$ cat src/rtl/alu_arbiter_if.sv
// Bundle between the two ALU requesters, the arbiter, and the shared combinational ALU.
// The arbiter takes the slave view and the requesters/ALU take the master view.
interface alu_arbiter_if #(
  parameter int WIDTH = 32,
  parameter int OPW   = 4
);
  logic             req0;
  logic             req1;
  logic [WIDTH-1:0] a0;
  logic [WIDTH-1:0] a1;
  logic [WIDTH-1:0] b0;
  logic [WIDTH-1:0] b1;
  logic [OPW-1:0]   op0;
  logic [OPW-1:0]   op1;
  logic             ack0;
  logic             ack1;
  logic [WIDTH-1:0] result;
  logic             zero;
  logic             err;
  logic             busy;
  logic [WIDTH-1:0] alu_a;
  logic [WIDTH-1:0] alu_b;
  logic [OPW-1:0]   alu_op;
  logic [WIDTH-1:0] alu_result;
  logic             alu_zero;

  modport slave (
    input  req0, req1, a0, a1, b0, b1, op0, op1, alu_result, alu_zero,
    output ack0, ack1, result, zero, err, busy, alu_a, alu_b, alu_op
  );

  modport master (
    output req0, req1, a0, a1, b0, b1, op0, op1, alu_result, alu_zero,
    input  ack0, ack1, result, zero, err, busy, alu_a, alu_b, alu_op
  );
endinterface

$ cat src/rtl/alu_arbiter.sv
// Round-robin sharing of one combinational ALU between two requesters.
// Each grant runs IDLE -> EXEC -> DONE, with a one-cycle ack pulse in DONE.
module alu_arbiter #(
  parameter int WIDTH = 32,
  parameter int OPW   = 4
) (
  input  logic          clk,
  input  logic          rst,
  alu_arbiter_if.slave  bus
);

  typedef enum logic [1:0] {
    S_IDLE = 2'd0,
    S_EXEC = 2'd1,
    S_DONE = 2'd2
  } state_t;

  localparam logic [OPW-1:0] OP_ILLEGAL = 4'b1011;

  state_t           state_q, state_d;
  logic             prio_q, prio_d;
  logic             win_q, win_d;
  logic [WIDTH-1:0] alu_a_q, alu_a_d;
  logic [WIDTH-1:0] alu_b_q, alu_b_d;
  logic [OPW-1:0]   alu_op_q, alu_op_d;
  logic [WIDTH-1:0] result_q, result_d;
  logic             zero_q, zero_d;
  logic             err_q, err_d;
  logic             ack0_q, ack0_d;
  logic             ack1_q, ack1_d;
  logic             busy_q, busy_d;
  logic             grant_s;

  // Port 1 wins when it is the only requester, or when both request and prio points at it.
  assign grant_s = bus.req1 & (~bus.req0 | prio_q);

  always_comb begin
    state_d  = state_q;
    prio_d   = prio_q;
    win_d    = win_q;
    alu_a_d  = alu_a_q;
    alu_b_d  = alu_b_q;
    alu_op_d = alu_op_q;
    result_d = result_q;
    zero_d   = zero_q;
    err_d    = err_q;
    ack0_d   = 1'b0;
    ack1_d   = 1'b0;
    case (state_q)
      S_IDLE: begin
        if (bus.req0 | bus.req1) begin
          win_d    = grant_s;
          prio_d   = ~grant_s;
          alu_a_d  = grant_s ? bus.a1  : bus.a0;
          alu_b_d  = grant_s ? bus.b1  : bus.b0;
          alu_op_d = grant_s ? bus.op1 : bus.op0;
          state_d  = S_EXEC;
        end else begin
          state_d  = S_IDLE;
        end
      end
      S_EXEC: begin
        result_d = bus.alu_result;
        zero_d   = bus.alu_zero;
        err_d    = (alu_op_q == OP_ILLEGAL);
        ack0_d   = ~win_q;
        ack1_d   = win_q;
        state_d  = S_DONE;
      end
      S_DONE: begin
        state_d = S_IDLE;
      end
      default: begin
        state_d = S_IDLE;
      end
    endcase
    busy_d = (state_d != S_IDLE);
  end

  always_ff @(posedge clk) begin
    if (rst) begin
      state_q  <= S_IDLE;
      prio_q   <= 1'b0;
      win_q    <= 1'b0;
      alu_a_q  <= {WIDTH{1'b0}};
      alu_b_q  <= {WIDTH{1'b0}};
      alu_op_q <= {OPW{1'b0}};
      result_q <= {WIDTH{1'b0}};
      zero_q   <= 1'b0;
      err_q    <= 1'b0;
      ack0_q   <= 1'b0;
      ack1_q   <= 1'b0;
      busy_q   <= 1'b0;
    end else begin
      state_q  <= state_d;
      prio_q   <= prio_d;
      win_q    <= win_d;
      alu_a_q  <= alu_a_d;
      alu_b_q  <= alu_b_d;
      alu_op_q <= alu_op_d;
      result_q <= result_d;
      zero_q   <= zero_d;
      err_q    <= err_d;
      ack0_q   <= ack0_d;
      ack1_q   <= ack1_d;
      busy_q   <= busy_d;
    end
  end

  assign bus.alu_a  = alu_a_q;
  assign bus.alu_b  = alu_b_q;
  assign bus.alu_op = alu_op_q;
  assign bus.result = result_q;
  assign bus.zero   = zero_q;
  assign bus.err    = err_q;
  assign bus.ack0   = ack0_q;
  assign bus.ack1   = ack1_q;
  assign bus.busy   = busy_q;

endmodule

$ cat src/flat_wrapper.sv
// flat-port wrapper written by rule: the top's interface ports become plain ports
module alu_arbiter_flat 
#(
  parameter int WIDTH = 32,
  parameter int OPW   = 4
)
  (clk, rst, bus_req0, bus_req1, bus_a0, bus_a1, bus_b0, bus_b1, bus_op0, bus_op1, bus_alu_result, bus_alu_zero, bus_ack0, bus_ack1, bus_result, bus_zero, bus_err, bus_busy, bus_alu_a, bus_alu_b, bus_alu_op);
  alu_arbiter_if #(.WIDTH(WIDTH), .OPW(OPW)) bus_i ();
  input  logic clk;
  input  logic rst;
  input wire logic [$bits(bus_i.req0)-1:0] bus_req0;
  input wire logic [$bits(bus_i.req1)-1:0] bus_req1;
  input wire logic [$bits(bus_i.a0)-1:0] bus_a0;
  input wire logic [$bits(bus_i.a1)-1:0] bus_a1;
  input wire logic [$bits(bus_i.b0)-1:0] bus_b0;
  input wire logic [$bits(bus_i.b1)-1:0] bus_b1;
  input wire logic [$bits(bus_i.op0)-1:0] bus_op0;
  input wire logic [$bits(bus_i.op1)-1:0] bus_op1;
  input wire logic [$bits(bus_i.alu_result)-1:0] bus_alu_result;
  input wire logic [$bits(bus_i.alu_zero)-1:0] bus_alu_zero;
  output wire logic [$bits(bus_i.ack0)-1:0] bus_ack0;
  output wire logic [$bits(bus_i.ack1)-1:0] bus_ack1;
  output wire logic [$bits(bus_i.result)-1:0] bus_result;
  output wire logic [$bits(bus_i.zero)-1:0] bus_zero;
  output wire logic [$bits(bus_i.err)-1:0] bus_err;
  output wire logic [$bits(bus_i.busy)-1:0] bus_busy;
  output wire logic [$bits(bus_i.alu_a)-1:0] bus_alu_a;
  output wire logic [$bits(bus_i.alu_b)-1:0] bus_alu_b;
  output wire logic [$bits(bus_i.alu_op)-1:0] bus_alu_op;
  assign bus_i.req0 = bus_req0;
  assign bus_i.req1 = bus_req1;
  assign bus_i.a0 = bus_a0;
  assign bus_i.a1 = bus_a1;
  assign bus_i.b0 = bus_b0;
  assign bus_i.b1 = bus_b1;
  assign bus_i.op0 = bus_op0;
  assign bus_i.op1 = bus_op1;
  assign bus_i.alu_result = bus_alu_result;
  assign bus_i.alu_zero = bus_alu_zero;
  assign bus_ack0 = bus_i.ack0;
  assign bus_ack1 = bus_i.ack1;
  assign bus_result = bus_i.result;
  assign bus_zero = bus_i.zero;
  assign bus_err = bus_i.err;
  assign bus_busy = bus_i.busy;
  assign bus_alu_a = bus_i.alu_a;
  assign bus_alu_b = bus_i.alu_b;
  assign bus_alu_op = bus_i.alu_op;
  alu_arbiter #(.WIDTH(WIDTH), .OPW(OPW)) u_core (.clk(clk), .rst(rst), .bus(bus_i));
endmodule
$ cat config.mk
export PLATFORM = sky130hd
export DESIGN_NAME = alu_arbiter_flat
export DESIGN_NICKNAME = d
export VERILOG_FILES = /design/src/rtl/alu_arbiter_if.sv /design/src/rtl/alu_arbiter.sv /design/src/flat_wrapper.sv
export SDC_FILE = /design/constraint.sdc
export NUM_CORES = 1
export LEC_CHECK = 0
export CELL_PAD_IN_SITES_DETAIL_PLACEMENT = 1
export CELL_PAD_IN_SITES_GLOBAL_PLACEMENT = 1
export CORE_ASPECT_RATIO = 2
export CORE_MARGIN = 4
export CORE_UTILIZATION = 44
export DETAILED_ROUTE_END_ITERATION = 12
export DONT_BUFFER_PORTS = 1
export PLACE_DENSITY_LB_ADDON = 0.15
export SLEW_MARGIN = 20
export SYNTH_ARGS = -nofsm -noshare
export SYNTH_HDL_FRONTEND = slang
export SYNTH_SLANG_ARGS = --single-unit
$ cat constraint.sdc
create_clock -name clk -period 1.5 [get_ports clk]
set_clock_uncertainty 0.2 [all_clocks]
set_input_delay 0.3 -clock clk [delete_from_list [all_inputs] [get_ports clk]]
set_output_delay 0.3 -clock clk [all_outputs]
set_load 0.01 [all_outputs]
Word-level counts from Yosys, hierarchy flattened. Index checks and enable logic that the tools add are counted.

Register bits after elaboration: 109. Input port bits: 173. Output and inout bits: 105. Logic and storage cells: 30.

Equal/unequal tests: 2. Multiplexer cells: 5. Bitwise gates (word level): 7. Reduce and logical (&&, ||, !) cells: 4.

Operators with widths (count): $mux W32 (2); $eq A4 B4 Y1 const B (1); $mux W4 (1); $not A1 Y1 (4); $pmux W2 S2 (1); $eq A2 B1 Y1 const B (1); $logic_not A2 Y1 (1); $or A1 B1 Y1 (2); $reduce_and A2 Y1 (1); $reduce_bool A2 Y1 (1); $reduce_or A2 Y1 (1); $and A1 B1 Y1 (1); $mux W1 (1).

Logic depth before layout (Yosys ltp). Gate-level depths: netlist (run 1).

Depth in word-level cells: 4. Gate-level depth with buffers: 7. Gate-level depth less buffers: 3.

Worst setup path after synthesis (run 1). Ideal clock, no wire load.

Kind: reg-to-reg. Start: reg u_core.state_q[1]. End: reg u_core.alu_b_q[12], in the netlist u_core.bus.alu_b[12]. Library setup time: 0.133 ns. Arrival time: 1.035 ns. Data required time: 1.167 ns. Slack: 0.132 ns. Stages on the path, launching flop included: 6. Path buffers: 2. Clock period less this slack: 1.368 ns. Cells stage by stage: dfxtp_1 or2_1 buf_6 buf_6 o21ai_2 a31oi_1.

Longest elaborated chain between the ends: 2.

RTL lines: start, declared (line alu_arbiter.sv:20) `state_t state_q, state_d;`; start signal, assigned (line alu_arbiter.sv:95) `state_q <= state_d;`; $logic_not A2 Y1 (line alu_arbiter.sv:49) `case (state_q)`; $reduce_and A2 Y1 (no source line); end signal, assigned (line alu_arbiter.sv:86) `alu_b_q <= {WIDTH{1'b0}};`; end signal, assigned (line alu_arbiter.sv:99) `alu_b_q <= alu_b_d;`; end, declared (line alu_arbiter.sv:24) `logic [WIDTH-1:0] alu_b_q, alu_b_d;`.

No other way between the ends. A chain may end at the register's enable or synchronous reset.

Worst setup path after layout (run 1).
Start: reg u_core.state_q[0]. End: reg u_core.alu_a_q[30], in the netlist u_core.bus.alu_a[30].

Longest elaborated chain between the ends: 2.

RTL lines: $logic_not A2 Y1 (line alu_arbiter.sv:49); $reduce_and A2 Y1 (no source line); end signal, assigned (line alu_arbiter.sv:85) `alu_a_q <= {WIDTH{1'b0}};`; end signal, assigned (line alu_arbiter.sv:98) `alu_a_q <= alu_a_d;`; end, declared (line alu_arbiter.sv:23) `logic [WIDTH-1:0] alu_a_q, alu_a_d;`.

No other way between the ends.

==> metrics, run 1 <==
Yosys warning count=0; layout cell share with drive strength beyond 1=14.5%; sum of negative setup slack=0 ps; DIE AREA=13,200 µm²; Final ANT Viol Nets=0; Min Hold Slack=-176 ps; clock input transition at the sequential cells of the worst setup and hold paths=80 ps; timing-limited maximum frequency=0.693 GHz; internal power consumption=4.89 mW; clock latency on the worst-skew pair=340 ps; Critical Path, Cell by Cell=nor2_4 > buf_4 > nand4_1 > a31oi_1; mean post-synth cell area=8.55 µm²; maximum number of pins on one net before global-route repair=109; Data arrival, critical path=1510 ps; routed via count=4,662; Crit. End Element=flip-flop; Mapped Cells=584; time the worst path needs with I/O delays and setup=1440 ps; area taken by multi-input logic gates=2290 µm²; total iterations of the first detailed-routing run=4; die boundary height=159 µm; flop and latch count out of synthesis=109; Clock Root Buffer=clkbuf_16; top_reg_cell synth=dfxtp_1; clock tree from TritonCTS=yes; clock network fraction of design power=35.6%; area taken by flip-flops and latches=2180 µm²; clk sink count=109; Finished Layout Cells=684; combinational group share of total power=15.0%; cell with the biggest individual delay on the critical path=dfxtp_2; grt ovf=0; Syn Nets=757; detail-routed via count per cell=6.82; global-route wire length before repair=26,700 µm; startpoint-to-endpoint class of the critical path=reg -> reg; Inserted Clock Buffers=9; number of setup violations in the final report=0; weighted congestion at the end of routability-driven global placement=0.767; initial antenna violation count=0; longest individual stage delay on the worst path=350 ps; cell area after technology mapping=4990 µm²; proportion of power drawn by flip-flops and latches=49.3%; Critical path buffers and inverters=1; share of the core filled with cells in the final layout=48.5%; most instantiated library cell after synthesis=nand4_1; maximum buffer depth of the clock tree=2; kind of start point of the critical path=flip-flop; Leakage=1.68 nW; combined global-route utilization of all metal layers=24.8%; maximum fanout encountered on the critical timing path=28; async set or reset register ratio after synthesis=0%; WL per Instance=25.3 µm; count of pins over their slew limit=0; half-perimeter wire length after placement=11,800 µm; count of endpoints failing hold in the final timing report=108; nets@finish=712; net switching component of the power=2.07 mW; total length of routed wires=17,300 µm; EDFF count, synth=0; fill cell instance count of the final layout=1,263; Area Growth Syn to Fin=6.92%; peak supply drop=0.642 mV; number of violations reported at the end of detailed-routing iteration 0=147; library cell with the largest summed area after synthesis=dfxtp_1; proportion of netlist area held by the largest area contributor=43.7%; count of unique library cells instantiated by Yosys=23; RSZ-0062 raised after global routing=true; Commonest cells post-synth=137 x nand4_1, 109 x dfxtp_1, 68 x a31oi_1; hold crit path type=in -> reg; Core ar.=11,000 µm²; final cycle utilization of the critical path=96.2%; top post-synthesis cells by area=dfxtp_1 44%, nand4_1 17%, a31oi_1 8.5%, o21ai_2 5.3%, nand2_1 5.0%; die extent in x=83.3 µm; Ports=278; violated checks=negative hold slack; number of buffer cells added on primary ports=0; CP Data Required Time=1570 ps; antenna fix cells=0; Slew @ Worst Pin=363 ps; sequential fraction of the synthesis area=43.7%; pwr dens=1300 nW/µm²; max-capacitance violation count=0; DRC violation count after routing=0; post-route total power=6.96 mW; H-tree depth=3; worst slew margin relative to its limit=75.8%; Placed Cells=665; Crit path max-delay family=flip-flops; vias in the first global route=4,926; outcome=complete, but fails checks; switch share=29.8%; initial cell density of the core=45.3%; Std-Cell Rows=54
-- metrics by stage --
| stage | area (µm²) | setup WS [ps] |
|---|---|---|
| after floorplan | 4990 | 132 |
| after global placement | 4990 | 52.7 |
| after detailed placement | 4990 | 34.4 |
| after CTS | 5290 | 18.2 |
| after global routing | 5340 | -12.4 |
| final | 5340 | 57.6 |
-- power by group through the flow --
stage	Combinational, mW	Sequential (mW)	Clock, mW
finish	1.05	3.43	2.48
global route	1.16	3.46	2.65
CTS	1.02	3.44	2.54
detailed placement	1.02	3.51	0
global placement	0.969	3.50	0
floorplan	0.901	3.42	0
-- cells by family after synthesis --
| family | share of synthesized area (%) |
|---|---|
| buffers and inverters | 10.6 |
| AO/OA/AOI/OAI | 21.6 |
| AND/OR/NAND/NOR | 24.1 |
| flip-flops | 43.7 |
-- layer usage --
metal | part of all wire (%) | track usage [%]
met2 | 52 | 43.9
met1 | 37 | 27.2
met4 | 3.4 | 10.6
met3 | 8.0 | 8.13
met5 | 0 | 0
-- sequential cells by signal, indices dropped and copies added (netlist names) --
register / flops
u_core.bus.alu_op: 4
u_core.bus.err: 1
u_core.bus.zero: 1
u_core.prio_q: 1
u_core.bus.ack0: 1
u_core.bus.alu_b: 32
u_core.bus.ack1: 1
u_core.win_q: 1
u_core.bus.result: 32
u_core.bus.busy: 1
u_core.state_q: 2
u_core.bus.alu_a: 32
-- cell type report --
class                           count  area share, %
Sequential cell                   109           40.9
Tap cell                          140           3.28
Multi-Input combinational cell    394           42.9
Timing Repair Buffer               25           7.13
Clock inverter                      7           1.55
Clock buffer                        9           4.22
-- final timing paths --
kind / cells past startpoint / startpoint / slack [ps] / endpoint
setup reg to reg: 4 / u_core.state_q[0] / 60 / u_core.bus.alu_a[30]
hold reg to reg: 1 / u_core.win_q / 280 / u_core.bus.ack0
setup / recovery: 4 / u_core.state_q[0] / 60 / u_core.bus.alu_a[30]
hold / removal: 1 / rst / -180 / u_core.bus.result[31]
-- what timing repair did --
| item | in CTS | in global routing |
|---|---|---|
| setup buffers | 0 | 2 |
| endpoints found under the hold margin | 109 | 108 |
| resized for setup | 0 | 2 |
| setup endpoints to repair | 0 | 34 |
-- layout by cell type (no fill, tap or decap), drive strengths merged --
cell / instances
clkbuf: 10
nand3: 2
nand4: 137
clkinvlp: 1
inv: 3
nor2b: 2
a21oi: 37
bufinv: 1
nand2: 68
nor3: 1
buf: 24
and2: 1
nor2: 4
or2: 1
clkinv: 2
dfxtp: 109
nand2b: 2
a31oi: 68
o21ai: 71
No activity file was read; power rests on OpenSTA's default activity.
==> run 2, diff against run 1 <==
--- a/config.mk
+++ b/config.mk
@@ -8,7 +8,6 @@
 export CELL_PAD_IN_SITES_DETAIL_PLACEMENT = 1
 export CELL_PAD_IN_SITES_GLOBAL_PLACEMENT = 1
 export CORE_ASPECT_RATIO = 2
-export CORE_MARGIN = 4
 export CORE_UTILIZATION = 44
 export DETAILED_ROUTE_END_ITERATION = 12
 export DONT_BUFFER_PORTS = 1
==> run 2 against run 1 <==
The run still ends with negative hold slack left. Register-to-register slack is essentially flat. Die area shrank 11%. Combinational power is essentially flat. Sequential cell count is the same. Non-clock buffer count shrank 3. Worst hold slack lost 8.2 ps. Clock-buffer cell count is the same. Clock power is essentially flat. Critical endpoint is now u_core.bus.alu_b[30].
==> metrics, run 2 (synthesis gave the netlist of run 1 again) <==
outcome=complete, but fails checks; violated checks=negative hold slack; clock latency on the worst-skew pair=350 ps; kind of start point of the critical path=flip-flop; CP Launch Point=u_core.state_q[0]; area taken by flip-flops and latches=2180 µm²; startpoint-to-endpoint class of the critical path=reg -> reg; number of setup violations in the final report=0; layout cell share with drive strength beyond 1=14.2%; clk sink count=109; DIE AREA=11,800 µm²; maximum buffer depth of the clock tree=2; maximum fanout encountered on the critical timing path=38; H-tree depth=3; number of violations reported at the end of detailed-routing iteration 0=234; combined global-route utilization of all metal layers=27.0%; global-route wire length before repair=25,400 µm; pwr dens=1300 nW/µm²; timing-limited maximum frequency=0.697 GHz; Min Hold Slack=-185 ps; area taken by multi-input logic gates=2300 µm²; initial cell density of the core=45.6%; launch instance of the worst min-delay path=rst; Leakage=1.69 nW; worst slew margin relative to its limit=82.4%; vias in the first global route=4,645; peak supply drop=0.640 mV; Hold EP=u_core.bus.zero; worst r2r src=u_core.state_q[0]; detail-routed via count per cell=6.88; final cycle utilization of the critical path=95.7%; grt ovf=0; maximum number of pins on one net before global-route repair=109; Core ar.=10,900 µm²; weighted congestion at the end of routability-driven global placement=0.792; Inserted Clock Buffers=9; max-capacitance violation count=0; Final ANT Viol Nets=0; die extent in x=77.3 µm; routed via count=4,682; Clock Root Buffer=clkbuf_16; CP Data Required Time=1570 ps; number of cells traversed by the worst hold path=1; Crit. End Element=flip-flop; Std-Cell Rows=54; worst r2r dst=u_core.bus.alu_b[30]; most frequent standard cell in the layout excluding fill and tap cells=nand4_1; initial antenna violation count=0; half-perimeter wire length after placement=11,000 µm; Data arrival, critical path=1510 ps; die boundary height=153 µm; DRC violation count after routing=0; r2r setup slk=70 ps; count of pins over their slew limit=0; worst-case setup slack after placement=11.5 ps; commonest cells after routing, fill and taps aside=137 x nand4_1, 107 x dfxtp_1, 68 x a31oi_1; number of buffer cells added on primary ports=0; time the worst path needs with I/O delays and setup=1430 ps; hold crit path type=in -> reg; Slew @ Worst Pin=263 ps; fill cell instance count of the final layout=1,288; clock input transition at the sequential cells of the worst setup and hold paths=80 ps; sum of negative setup slack=0 ps; WL per Instance=24.7 µm; number of cells on the worst reg-to-reg path=5; antenna fix cells=0; total length of routed wires=16,800 µm; clock tree from TritonCTS=yes; fin worst setup slack=65.1 ps; count of endpoints failing hold in the final timing report=108; total iterations of the first detailed-routing run=4; Ports=278; RSZ-0062 raised after global routing=false; Area Growth Syn to Fin=7.40%; nets@finish=709
==> run 2: area by class of cell <==
cell class / count / area share (%)
multi-input cells: 394 / 42.8
flip-flops and latches: 109 / 40.8
repair buffers: 22 / 7.24
clock buffers: 9 / 4.20
well taps: 140 / 3.27
clock inverters: 7 / 1.70
==> run 2: routing by layer <==
metal / vias to the layer above / part of all wire [%] / wire length [µm] / GRT usage [%]
met2: 240 / 52 / 8720 / 46.1
met4: 0 / 3.6 / 610 / 12.8
met5: - / 0 / 0 / 0
li1: 2134 / - / - / -
met1: 2271 / 36 / 6060 / 29.8
met3: 37 / 8.3 / 1400 / 8.56
==> run 2: how the worst max path moves through the flow <==
stage / endpoint / slack [ps] / cells past startpoint
2_1_floorplan: u_core.bus.alu_b[12] / 130 / 5
3_3_place_gp: u_core.bus.err / 60 / 4
3_5_place_dp: u_core.bus.err / 10 / 4
4_1_cts: u_core.bus.alu_b[30] / 5 / 4
5_1_grt: u_core.bus.alu_a[31] / 7 / 5
6_report: u_core.bus.alu_b[30] / 70 / 5
==> run 2: where the power goes <==
group / total [mW] / switching (mW) / internal (mW) / leakage [nW]
sequential: 3.43 / 0.304 / 3.13 / 0.896
clock: 2.51 / 1.17 / 1.34 / 0.157
combinational: 1.05 / 0.613 / 0.435 / 0.636
total: 6.99 / 2.09 / 4.90 / 1.69
==> run 2: worst max-delay path, stage by stage, from the launching register on <==
cell and delay (ps):
dfxtp_2 360, nor2_4 140, buf_12 130, buf_12 190, nand4_1 120, a31oi_1 210
==> run 2: through the flow <==
step / hold WS [ps] / total power, mW / area, µm² / instances / utilization [%]
floorplan: 211 / 4.32 / 4990 / 584 / -
global placement: 178 / 4.43 / 4950 / 660 / 45.2
detailed placement: 178 / 4.49 / 4950 / 660 / 45.2
CTS: -198 / 6.98 / 5270 / 676 / 48.1
global route: -209 / 7.28 / 5360 / 681 / 49.0
finish: -185 / 6.99 / 5360 / 681 / 49.0
==> run 2: timing repair <==
item,in CTS,in global routing
pin swaps,0,1
gates cloned,0,2
setup buffers,0,3
endpoints found under the hold margin,109,108
resized for setup,1,3
endpoints found under the setup margin,1,42
